<file path="src/rtl/lmac_reg_rd_arb.sv">
// lmac_reg_rd_arb: round-robin arbiter that shares the MAC core's single register-read port
// between NREQ requesters. It runs one read at a time: issue the address, pulse the start
// strobe, wait for done (or a timeout), then return the data to the granted requester.
//
// Ports:
//   clk, rst_n        clock; asynchronous active-low reset
//   req_valid/addr    per-requester read requests (address i at req_addr[16i+15:16i])
//   req_ready         one-hot accept, combinational, only in idle
//   rsp_valid/ready   per-requester response handshake (one-hot valid)
//   rsp_data/err      shared response data; err = 1 means timeout and data = ERR_DATA
//   host_addr_reg     address presented to the MAC core
//   reg_rd_start      registered one-cycle read strobe to the MAC core
//   reg_rd_done_out   read-complete pulse from the MAC core
//   FMAC_REGDOUT      read data from the MAC core, valid with done
//   busy              arbiter not idle
//   timeout_cnt       saturating count of timed-out reads
module lmac_reg_rd_arb #(
  parameter int unsigned NREQ     = 2,
  parameter int unsigned TIMEOUT  = 255,
  parameter logic [31:0] ERR_DATA = 32'hDEADBEEF
) (
  input  logic               clk,
  input  logic               rst_n,
  input  logic [NREQ-1:0]    req_valid,
  input  logic [16*NREQ-1:0] req_addr,
  output logic [NREQ-1:0]    req_ready,
  output logic [NREQ-1:0]    rsp_valid,
  input  logic [NREQ-1:0]    rsp_ready,
  output logic [31:0]        rsp_data,
  output logic               rsp_err,
  output logic [15:0]        host_addr_reg,
  output logic               reg_rd_start,
  input  logic               reg_rd_done_out,
  input  logic [31:0]        FMAC_REGDOUT,
  output logic               busy,
  output logic [15:0]        timeout_cnt
);

  localparam int unsigned IW = (NREQ > 1) ? $clog2(NREQ) : 1;

  typedef enum logic [1:0] {StIdle, StIssue, StWait, StResp} state_e;

  state_e        state_q, state_d;
  logic [IW-1:0] ptr_q, ptr_d;
  logic [IW-1:0] g_q, g_d;
  logic [IW-1:0] gnt;
  logic          gnt_found;
  logic [15:0]   wait_cnt_q, wait_cnt_d;
  logic [15:0]   addr_q, addr_d;
  logic [15:0]   tcnt_q, tcnt_d;
  logic [31:0]   data_q, data_d;
  logic          err_q, err_d;
  logic          start_q, start_d;

  // First valid requester at or after the pointer, wrapping modulo NREQ.
  always_comb begin
    logic [IW:0] idx;
    idx       = '0;
    gnt       = '0;
    gnt_found = 1'b0;
    for (int unsigned k = 0; k < NREQ; k++) begin
      idx = {1'b0, ptr_q} + (IW+1)'(k);
      if (idx >= (IW+1)'(NREQ)) idx = idx - (IW+1)'(NREQ);
      if (!gnt_found && req_valid[idx[IW-1:0]]) begin
        gnt_found = 1'b1;
        gnt       = idx[IW-1:0];
      end
    end
  end

  always_comb begin
    state_d    = state_q;
    ptr_d      = ptr_q;
    g_d        = g_q;
    wait_cnt_d = wait_cnt_q;
    addr_d     = addr_q;
    data_d     = data_q;
    err_d      = err_q;
    tcnt_d     = tcnt_q;
    start_d    = 1'b0;
    unique case (state_q)
      StIdle: begin
        if (gnt_found) begin
          g_d     = gnt;
          addr_d  = req_addr[16*gnt +: 16];
          start_d = 1'b1;
          state_d = StIssue;
        end
      end
      StIssue: begin
        wait_cnt_d = '0;
        state_d    = StWait;
      end
      StWait: begin
        wait_cnt_d = wait_cnt_q + 16'd1;
        // Done wins over a simultaneous timeout.
        if (reg_rd_done_out) begin
          data_d  = FMAC_REGDOUT;
          err_d   = 1'b0;
          state_d = StResp;
        end else if (wait_cnt_q == 16'(TIMEOUT - 1)) begin
          data_d  = ERR_DATA;
          err_d   = 1'b1;
          tcnt_d  = (tcnt_q == 16'hFFFF) ? tcnt_q : tcnt_q + 16'd1;
          state_d = StResp;
        end
      end
      StResp: begin
        if (rsp_ready[g_q]) begin
          ptr_d   = ({1'b0, g_q} + (IW+1)'(1) == (IW+1)'(NREQ)) ? '0 : g_q + IW'(1);
          state_d = StIdle;
        end
      end
      default: state_d = StIdle;
    endcase
  end

  always_ff @(posedge clk or negedge rst_n) begin
    if (!rst_n) begin
      state_q    <= StIdle;
      ptr_q      <= '0;
      g_q        <= '0;
      wait_cnt_q <= '0;
      addr_q     <= '0;
      data_q     <= '0;
      err_q      <= 1'b0;
      tcnt_q     <= '0;
      start_q    <= 1'b0;
    end else begin
      state_q    <= state_d;
      ptr_q      <= ptr_d;
      g_q        <= g_d;
      wait_cnt_q <= wait_cnt_d;
      addr_q     <= addr_d;
      data_q     <= data_d;
      err_q      <= err_d;
      tcnt_q     <= tcnt_d;
      start_q    <= start_d;
    end
  end

  // req_ready is gated by rst_n so every output reads 0 while reset is held.
  always_comb begin
    req_ready = '0;
    rsp_valid = '0;
    if (rst_n && state_q == StIdle && gnt_found) req_ready[gnt] = 1'b1;
    if (state_q == StResp) rsp_valid[g_q] = 1'b1;
  end

  assign rsp_data      = data_q;
  assign rsp_err       = err_q;
  assign host_addr_reg = addr_q;
  assign reg_rd_start  = start_q;
  assign busy          = (state_q != StIdle);
  assign timeout_cnt   = tcnt_q;

endmodule
</file>
<file path="config.mk">
export PLATFORM = sky130hd
export DESIGN_NAME = lmac_reg_rd_arb
export DESIGN_NICKNAME = d
export VERILOG_FILES = /design/src/rtl/lmac_reg_rd_arb.sv
export SDC_FILE = /design/constraint.sdc
export NUM_CORES = 1
export LEC_CHECK = 0
export CORE_MARGIN = 8
export CORE_UTILIZATION = 35
export CTS_CLUSTER_DIAMETER = 150
export DETAILED_ROUTE_END_ITERATION = 10
export GPL_ROUTABILITY_DRIVEN = 0
export PLACE_DENSITY_LB_ADDON = 0.08
export SLEW_MARGIN = 20
export SYNTH_ARGS = -nofsm -noshare
export SYNTH_HDL_FRONTEND = slang
export SYNTH_SLANG_ARGS = --single-unit
export TNS_END_PERCENT = 20
</file>
<file path="constraint.sdc">
create_clock -name clk -period 2.6 [get_ports clk]
set_input_delay 0.65 -clock clk [delete_from_list [all_inputs] [get_ports clk]]
set_output_delay 0.65 -clock clk [all_outputs]
set_load 0.03 [all_outputs]
</file>
==> run metrics, run 1 <==
outcome=completed; Congestion Overflow GR=0; EDFF count, synth=0; vias in the first global route=between 3,000 and 4,000; clk_lat worst skew=between 0.3 and 0.4 ns; Initial Utilization=between 30% and 40%; CTS HTree Levels=3; Yosys top cell area share=a little over half; simple-gate share of the synthesized area=about a fifth; Syn Inst Count=~360; post-synthesis xor/xnor area fraction=~4.1%; CTS tree=yes; PortBufs=~140; Worst slew margin=50.3%; DP Area=roughly 0.0057 mm²; min cycle time layout=between 2 and 2.5 ns; Final ANT Viol Nets=0; post-synthesis sequential area ratio=approximately 53%; TNS Setup=0 ns; routed length per instance=between 15 and 20 µm; Util after Layout=between 50% and 60%; fillers=1,069; Design Area, Final=just under 0.006 mm²; Worst Path Required=a little under 2 ns; layout cells sized above 1=under 10%; setup ws final=about 0.13 ns; dominant synthesized flop cell=dfrtp_1; Reg clk slew, reported paths=roughly 0.06 ns; Async SR Flop Fraction=100%; Final setup viols=0; total wire length=11,000 µm; Top delay family on crit path=buffers and inverters; area of the core=between 0.01 and 0.015 mm²; fmax=~410 MHz; Static Leak=2.59 nW; IO Pins=roughly 140; post-CTS setup buffers=0; register area=roughly 0.0022 mm²; Post-synth top cells=86 x dfrtp_1, 39 x nand2_1, 24 x o21ai_0; initial antenna violation count=0; Die Span Y=123 µm; Final Skew=approximately 0.0084 ns; DIE WIDTH=123 µm; final worst path period share=94.9%; top cells by area, synth=dfrtp_1 53%, mux2i_1 5.0%, o22a_1 4.6%; GRT Total Usage=~15%; crit path capture type=output pin; clock buffer count from CTS=9; Synth Area in Adders=2.17%; main combinational cell family by area after synthesis=simple AND/OR/NAND/NOR gates; synthesized area=about 0.0040 mm²; WP buf/inv=1; Post-Place Worst Slack=~0.13 ns; first-iteration detailed-routing DRC count=113; Area Growth Syn to Fin=47.9%; Core Rows=39; synth warn=0; max-slew violation count=0; vias per std cell=between 5 and 6; RSZ-0062 raised after global routing=no; final HPWL from detailed placement=~8400 µm; Synth Area in Compound Gates=13.3%; CP Class=reg -> out; worst hold path type=in -> async; mux cell area share after synthesis=under 10%; antenna cells=0; CP max stage cell=clkdlybuf4s50_1; area occupied by multi-input gates=~0.0018 mm²; Worst setup SP type=flip-flop; Tot Pwr=approximately 6 mW; count leader, synth=dfrtp_1; Yosys reg bits=86; Max Cap Viol=0; syn_nets=436; worst-path fanout max=5; largest net degree at the start of global routing=between 50 and 60; Fin. Hold Viols=0; Die ar.=around 0.015 mm²; final net count=~590; Yosys top cell by area=dfrtp_1; max reg flops=32; CTS Sinks=86; DRC viols=0; first-pass GRT wire length=17,600 µm; Mean Syn Cell Area=11.3 µm²; Max VDD drop=0.495 mV; unique cell type count in the Yosys netlist=49; Max Root-Sink Buffers=2; Cell Chain, Critical Path=ha_1 > nor2b_1 > clkdlybuf4s50_1; slew of the pin with the lowest slew margin=0.744 ns; 1st-pass router iterations=4; CP max stage delay=roughly 0.70 ns; Critical Path AT=approximately 1.8 ns; DR vias=~3,300; power per cell area=1020 mW/mm²; clk root buf=clkbuf_16
[cells in the final DEF (no fill, tap or decap), drive strengths merged, types with 8 or more instances in the layout]
master         count
nand3             10
nor4              16
clkbuf            12
o21ai             26
nand2             39
xor2              13
buf               15
mux2i             20
dfrtp             86
a22o               8
o22a              21
clkdlybuf4s50    137
nor2              15
inv               11
nand4             12
[path summary, 6_finish.rpt]
kind	startpoint	to	slack, ns	depth (start not counted)
max	state_q[0]	rsp_valid[0]	0.13	3
max in group asynchronous	rst_n	wait_cnt_q[3]	1.60	2
min reg2reg	host_addr_reg[9]	host_addr_reg[9]	0.48	2
max reg2reg	wait_cnt_q[0]	timeout_cnt[14]	0.46	6
min	rst_n	host_addr_reg[6]	0.36	2
min in group clk	host_addr_reg[9]	host_addr_reg[9]	0.48	2
[timing repair]
item / in CTS / in global routing
resized for setup: 0 / 1
hold buffers: 0 / 0
endpoints found under the setup margin: 0 / 1
[cell type report]
| class | count | share of cell area [%] |
|---|---|---|
| Multi-Input combinational cell | 246 | 29.8 |
| Clock inverter | 4 | 0.756 |
| Inverter | 12 | 0.756 |
| Timing Repair Buffer | 153 | 25.3 |
| Clock buffer | 12 | 4.30 |
| Tap cell | 143 | 3.00 |
| Sequential cell | 86 | 36.1 |
[cells by family (layout without fill, tap and decap cells)]
| logic type | after synthesis | after routing |
|---|---|---|
| AND/OR/NAND/NOR | 122 | 122 |
| XOR/XNOR | 19 | 19 |
| buffers and inverters | 26 | 181 |
| adder cells (fa/ha/maj) | 7 | 7 |
| flip-flops | 86 | 86 |
| AO/OA/AOI/OAI | 76 | 76 |
| multiplexers | 22 | 22 |
[routing by layer]
metal | global-route usage, % | share of wire, %
met3 | 4.79 | 6.5
met5 | 0 | 0
met2 | 26.0 | 52
met1 | 16.7 | 41
met4 | 4.44 | 1.0
[metrics by stage]
stage          cells  hold slack [ns]
2_1_floorplan    358            0.354
3_3_place_gp     640            0.464
3_5_place_dp     640            0.471
4_1_cts          656            0.365
5_1_grt          656            0.375
6_report         656            0.355
[power breakdown]
| part | switching (mW) | internal [mW] | total (mW) |
|---|---|---|---|
| registers | 0.213 | 1.73 | 1.95 |
| clock network | 0.505 | 0.792 | 1.30 |
| logic | 1.63 | 1.20 | 2.83 |
Power figures use the tool's default switching activity.
==> run 2, diff against run 1 <==
--- a/config.mk
+++ b/config.mk
@@ -6,11 +6,12 @@
 export NUM_CORES = 1
 export LEC_CHECK = 0
 export CORE_MARGIN = 8
-export CORE_UTILIZATION = 35
+export CORE_UTILIZATION = 29
 export CTS_CLUSTER_DIAMETER = 150
 export DETAILED_ROUTE_END_ITERATION = 10
 export GPL_ROUTABILITY_DRIVEN = 0
 export PLACE_DENSITY_LB_ADDON = 0.08
+export RECOVER_POWER = 100
 export SLEW_MARGIN = 20
 export SYNTH_ARGS = -nofsm -noshare
 export SYNTH_HDL_FRONTEND = slang
==> constraint.sdc (replaced) <==
create_clock -name clk -period 2.5 [get_ports clk]
set_input_delay 0.625 -clock clk [delete_from_list [all_inputs] [get_ports clk]]
set_output_delay 0.625 -clock clk [all_outputs]
set_load 0.03 [all_outputs]
==> run metrics, run 2 (synthesized netlist as in run 1, its figures left out) <==
Final Skew=0.00629 ns; DIE WIDTH=134 µm; clk root buf=clkbuf_16; Initial Utilization=29.4%; first-pass GRT wire length=around 19,000 µm; PortBufs=roughly 140; cell-internal power=3.57 mW; Area Growth Syn to Fin=46.1%; Cell Chain, Critical Path=clkdlybuf4s50_1 > inv_1 > o21ai_2 > and3_1 > clkbuf_4; Clk pwr share=20.9%; commonest non-fill, non-tap cells in the layout=86 x dfrtp_1, 68 x clkdlybuf4s50_1, 67 x dlygate4sd3_1; WP buf/inv=3; Critical Path AT=about 1.8 ns; CTS tree=yes; max reg flops=32; CTS HTree Levels=3; NetSw=about 2.5 mW; commonest non-fill, non-tap cell in the layout=dfrtp_1; DRC viols=0; Worst slew margin=41.4%; area of the core=0.0137 mm²; Comb power frac=45.9%; Placed Cells incl. Taps=680; CTS Sinks=between 80 and 90; vias in the first global route=between 3,000 and 4,000; total wire length=between 10,000 and 15,000 µm; final HPWL from detailed placement=around 8700 µm; layout cells sized above 1=under 10%; Top delay family on crit path=buffers and inverters; Max VDD drop=0.470 mV; CP Class=in -> out; max-slew violation count=0; power per cell area=1030 mW/mm²; outcome=completed; Max Cap Viol=0; post-cts hold buffer count=0; Congestion Overflow GR=0; slew of the pin with the lowest slew margin=0.880 ns; final net count=589; antenna cells=0; crit path capture type=output pin; WHS=approximately 0.48 ns; DR vias=about 3,300; Reg clk slew, reported paths=0.06 ns; post-CTS setup buffers=0; worst-path fanout max=4; Die ar.=between 0.015 and 0.02 mm²; Final setup viols=0; RSZ-0062 raised after global routing=no; Die Span Y=134 µm; largest net degree at the start of global routing=54; min cycle time layout=roughly 2.4 ns; CP max stage cell=clkdlybuf4s50_1; CP max stage delay=between 0.5 and 0.6 ns; Static Leak=roughly 2.6 nW; initial antenna violation count=0; register share of total power=between 30% and 40%; setup ws final=~0.10 ns; 1st-pass router iterations=4; clock buffer count from CTS=9; clk_lat worst skew=between 0.3 and 0.4 ns; TNS Setup=0 ns; Worst setup SP type=input pin; final worst path period share=~96%; Worst Path Required=about 1.9 ns; vias per std cell=roughly 4.8; fmax=417 MHz; GRT Total Usage=roughly an eighth; Sw Share=between 40% and 50%; Cell Count, Final, Fillers Out=about 700; Final ANT Viol Nets=0; Core Rows=43; first-iteration detailed-routing DRC count=approximately 180; Post-Place Worst Slack=about 0.12 ns; IO Pins=about 140; Max Root-Sink Buffers=2; Fin. Hold Viols=0; worst hold path type=reg -> reg; routed length per instance=~17 µm
-- run 2: changes by cell type in the layout (fill, tap and decap cells not counted), moves of 3 or more --
cell and delta:
clkbuf_1 +9, clkdlybuf4s50_1 -69, dlygate4sd3_1 +67, buf_4 -9
nor4_1 +9, clkinvlp_4 +3, nor4_2 -9
-- run 2: what timing repair did --
action | CTS | global route
setup endpoints to repair | 1 | 2
cloned | 0 | 0
resized for setup | 1 | 2
-- run 2: path summary, 6_finish.rpt --
path	slack, ns	cells after the start	to	start
setup / recovery	0.10	5	req_ready[0]	req_valid[0]
hold / removal	0.48	2	host_addr_reg[11]	host_addr_reg[11]
setup reg to reg	0.21	6	rsp_data[26]	state_q[0]
hold reg to reg	0.48	2	host_addr_reg[11]	host_addr_reg[11]
max in group asynchronous	0.63	3	rsp_data[16]	rst_n
min in group asynchronous	0.53	2	host_addr_reg[8]	rst_n
-- run 2: power groups by stage --
| stage | Sequential (mW) | Clock (mW) | Combinational (mW) |
|---|---|---|---|
| 2_1_floorplan | 2.76 | 0 | 0.967 |
| 3_3_place_gp | 2.04 | 0 | 3.00 |
| 3_5_place_dp | 2.05 | 0 | 3.02 |
| 4_1_cts | 2.03 | 1.30 | 3.02 |
| 5_1_grt | 2.07 | 1.36 | 2.99 |
| 6_report | 2.01 | 1.26 | 2.77 |
-- run 2: cell type report --
type / count / area, µm²
clock buffers: 10 / 239
clock inverters: 5 / 36.3
fillers: 1327 / 7830
inverters: 12 / 45.0
multi-input cells: 246 / 1710
flip-flops and latches: 86 / 2150
well taps: 180 / 225
repair buffers: 156 / 1480
-- run 2: per-layer routing --
metal  wire (µm)  part of all wire [%]  track usage [%]  vias up
li1            -                     -                -     1622
met1        4840                    42             14.9     1601
met2        6010                    52             23.4       73
met3         644                   5.5             4.26        9
met4         160                   1.4             4.12        0
met5           0                     0                0        -
-- run 2: metrics by stage --
stage	cell area [µm²]	util (%)	total power [mW]
floorplan	4030	-	3.73
global placement	5730	41.7	5.04
detailed placement	5730	41.7	5.07
CTS	6000	43.7	6.35
global route	5890	42.9	6.42
finish	5890	42.9	6.04
-- run 2: tightest hold or removal path, stage by stage (launching register included) --
cell and delay (ns):
dfrtp_1 0.34, nand2_1 0.04, o21ai_0 0.06
==> run 3, diff against run 2 <==
--- a/config.mk
+++ b/config.mk
@@ -5,7 +5,7 @@
 export SDC_FILE = /design/constraint.sdc
 export NUM_CORES = 1
 export LEC_CHECK = 0
-export CORE_MARGIN = 8
+export CORE_MARGIN = 2
 export CORE_UTILIZATION = 29
 export CTS_CLUSTER_DIAMETER = 150
 export DETAILED_ROUTE_END_ITERATION = 10
==> run metrics, run 3 (synthesized netlist as in run 1, its figures left out) <==
Worst slew margin=between 20% and 30%; Worst Path Required=around 1.9 ns; Util after Layout=between 40 and 50%; Max Cap Viol=0; power per cell area=between 1000 and 1500 mW/mm²; clk root buf=clkbuf_16; CTS Sinks=86; fmax=between 400 and 500 MHz; DRC viols=0; post-cts hold buffer count=0; Congestion Overflow GR=0; TNS Setup=0 ns; Final ANT Viol Nets=0; worst-path fanout max=5; GRT Total Usage=between 10 and 15%; FF-to-FF End=timeout_cnt[2]; Static Leak=between 2 and 3 nW; Initial Utilization=29.4%; Core Rows=43; CP max stage delay=approximately 0.70 ns; max-slew violation count=0; Max Root-Sink Buffers=2; Critical Path AT=~1.8 ns; vias per std cell=around 4.7; initial antenna violation count=0; Area Growth Syn to Fin=45.8%; fillers=approximately 1,300; Worst R2R Path Depth=7; setup ws final=0.0818 ns; IO Pins=~140; slew of the pin with the lowest slew margin=roughly 1.1 ns; RSZ-0062 raised after global routing=no; total wire length=10,500 µm; Post-Place Worst Slack=~0.14 ns; DIE WIDTH=~120 µm; final worst path period share=between 90% and 100%; layout cells sized above 1=about 6.4%; routed length per instance=between 15 and 20 µm; Cell Chain, Critical Path=ha_1 > and2_1 > clkdlybuf4s50_1; Fin. Hold Viols=0; Placed Cells incl. Taps=approximately 680; Final setup viols=0; clk_lat worst skew=0.34 ns; RR Startpoint=wait_cnt_q[0]; Worst setup endpoint=rsp_valid[1]; area of the core=between 0.01 and 0.015 mm²; Die ar.=around 0.015 mm²; first-pass GRT wire length=between 15,000 and 20,000 µm; Cell Count, Final, Fillers Out=approximately 700; Die Span Y=about 120 µm; commonest non-fill, non-tap cells in the layout=86 x dfrtp_1, 69 x clkdlybuf4s50_1, 67 x dlygate4sd3_1; largest net degree at the start of global routing=46; first-iteration detailed-routing DRC count=between 100 and 150; max reg flops=32; Setup crit start=state_q[0]; CP max stage cell=clkdlybuf4s50_1; crit path capture type=output pin; CP Class=reg -> out; Worst setup SP type=flip-flop; CTS tree=yes; CTS HTree Levels=3; 1st-pass router iterations=4; final HPWL from detailed placement=~7900 µm; vias in the first global route=between 3,000 and 4,000; PortBufs=141; min cycle time layout=2.42 ns; Tot Pwr=5.99 mW; final net count=a little under 600; Reg clk slew, reported paths=around 0.060 ns; Max VDD drop=between 0.4 and 0.5 mV; Final Skew=between 0.007 and 0.008 ns; min-delay src=host_addr_reg[7]; worst hold path type=reg -> reg; outcome=completed; antenna cells=0; commonest non-fill, non-tap cell in the layout=dfrtp_1; DR vias=3,263; Reg2Reg Setup Slack=~0.25 ns; clock buffer count from CTS=9
## run 3: cell count changes in the layout (fill, tap and decap cells not counted), moves of 2 or more
cell / before / now
nor4_2: 1 / 3
nor4_1: 13 / 11
clkbuf_1: 10 / 12
clkbuf_2: 2 / 4
## run 3: per-layer routing
metal	routed length (µm)	GRT usage, %	part of all wire (%)
met5	0	0	0
met4	197	6.18	1.9
met3	448	3.37	4.3
met2	5300	25.4	50
met1	4580	18.1	43
## run 3: worst max-delay path: cells and delay by family (launching register included)
family        cells  cell delay (ns)
buf+inv           1             0.70
simple gates      1             0.14
fa+ha+maj         1             0.23
flops             1             0.38
## run 3: stage by stage
| stage | hold WS [ns] | instance area, µm² |
|---|---|---|
| 2_1_floorplan | 0.329 | 4030 |
| 3_3_place_gp | 0.462 | 5720 |
| 3_5_place_dp | 0.473 | 5720 |
| 4_1_cts | 0.412 | 5990 |
| 5_1_grt | 0.507 | 5880 |
| 6_report | 0.477 | 5880 |
## run 3: final cells by class
type / count / area (µm²) / area share (%)
Sequential cell: 86 / 2150 / 36.6
Multi-Input combinational cell: 246 / 1710 / 29.0
Timing Repair Buffer: 157 / 1480 / 25.1
Clock buffer: 13 / 250 / 4.26
Tap cell: 180 / 225 / 3.83
Inverter: 12 / 45.0 / 0.767
Clock inverter: 3 / 20.0 / 0.341
## run 3: power breakdown
part	switching (mW)	internal [mW]	total, mW
clock network	0.530	0.700	1.23
logic	1.68	1.07	2.75
registers	0.206	1.80	2.01
## run 3: worst min path at each step
| stage | to | cells after the start |
|---|---|---|
| final | host_addr_reg[7] | 2 |
| after global routing | host_addr_reg[8] | 2 |
| after CTS | host_addr_reg[8] | 2 |
| after detailed placement | host_addr_reg[15] | 2 |
| after global placement | host_addr_reg[7] | 2 |
| after floorplan | g_q | 0 |
## run 3: what timing repair did
action                     in CTS  in global routing
setup endpoints to repair       1                  1
gates resized for setup         1                  1
setup buffers                   0                  0
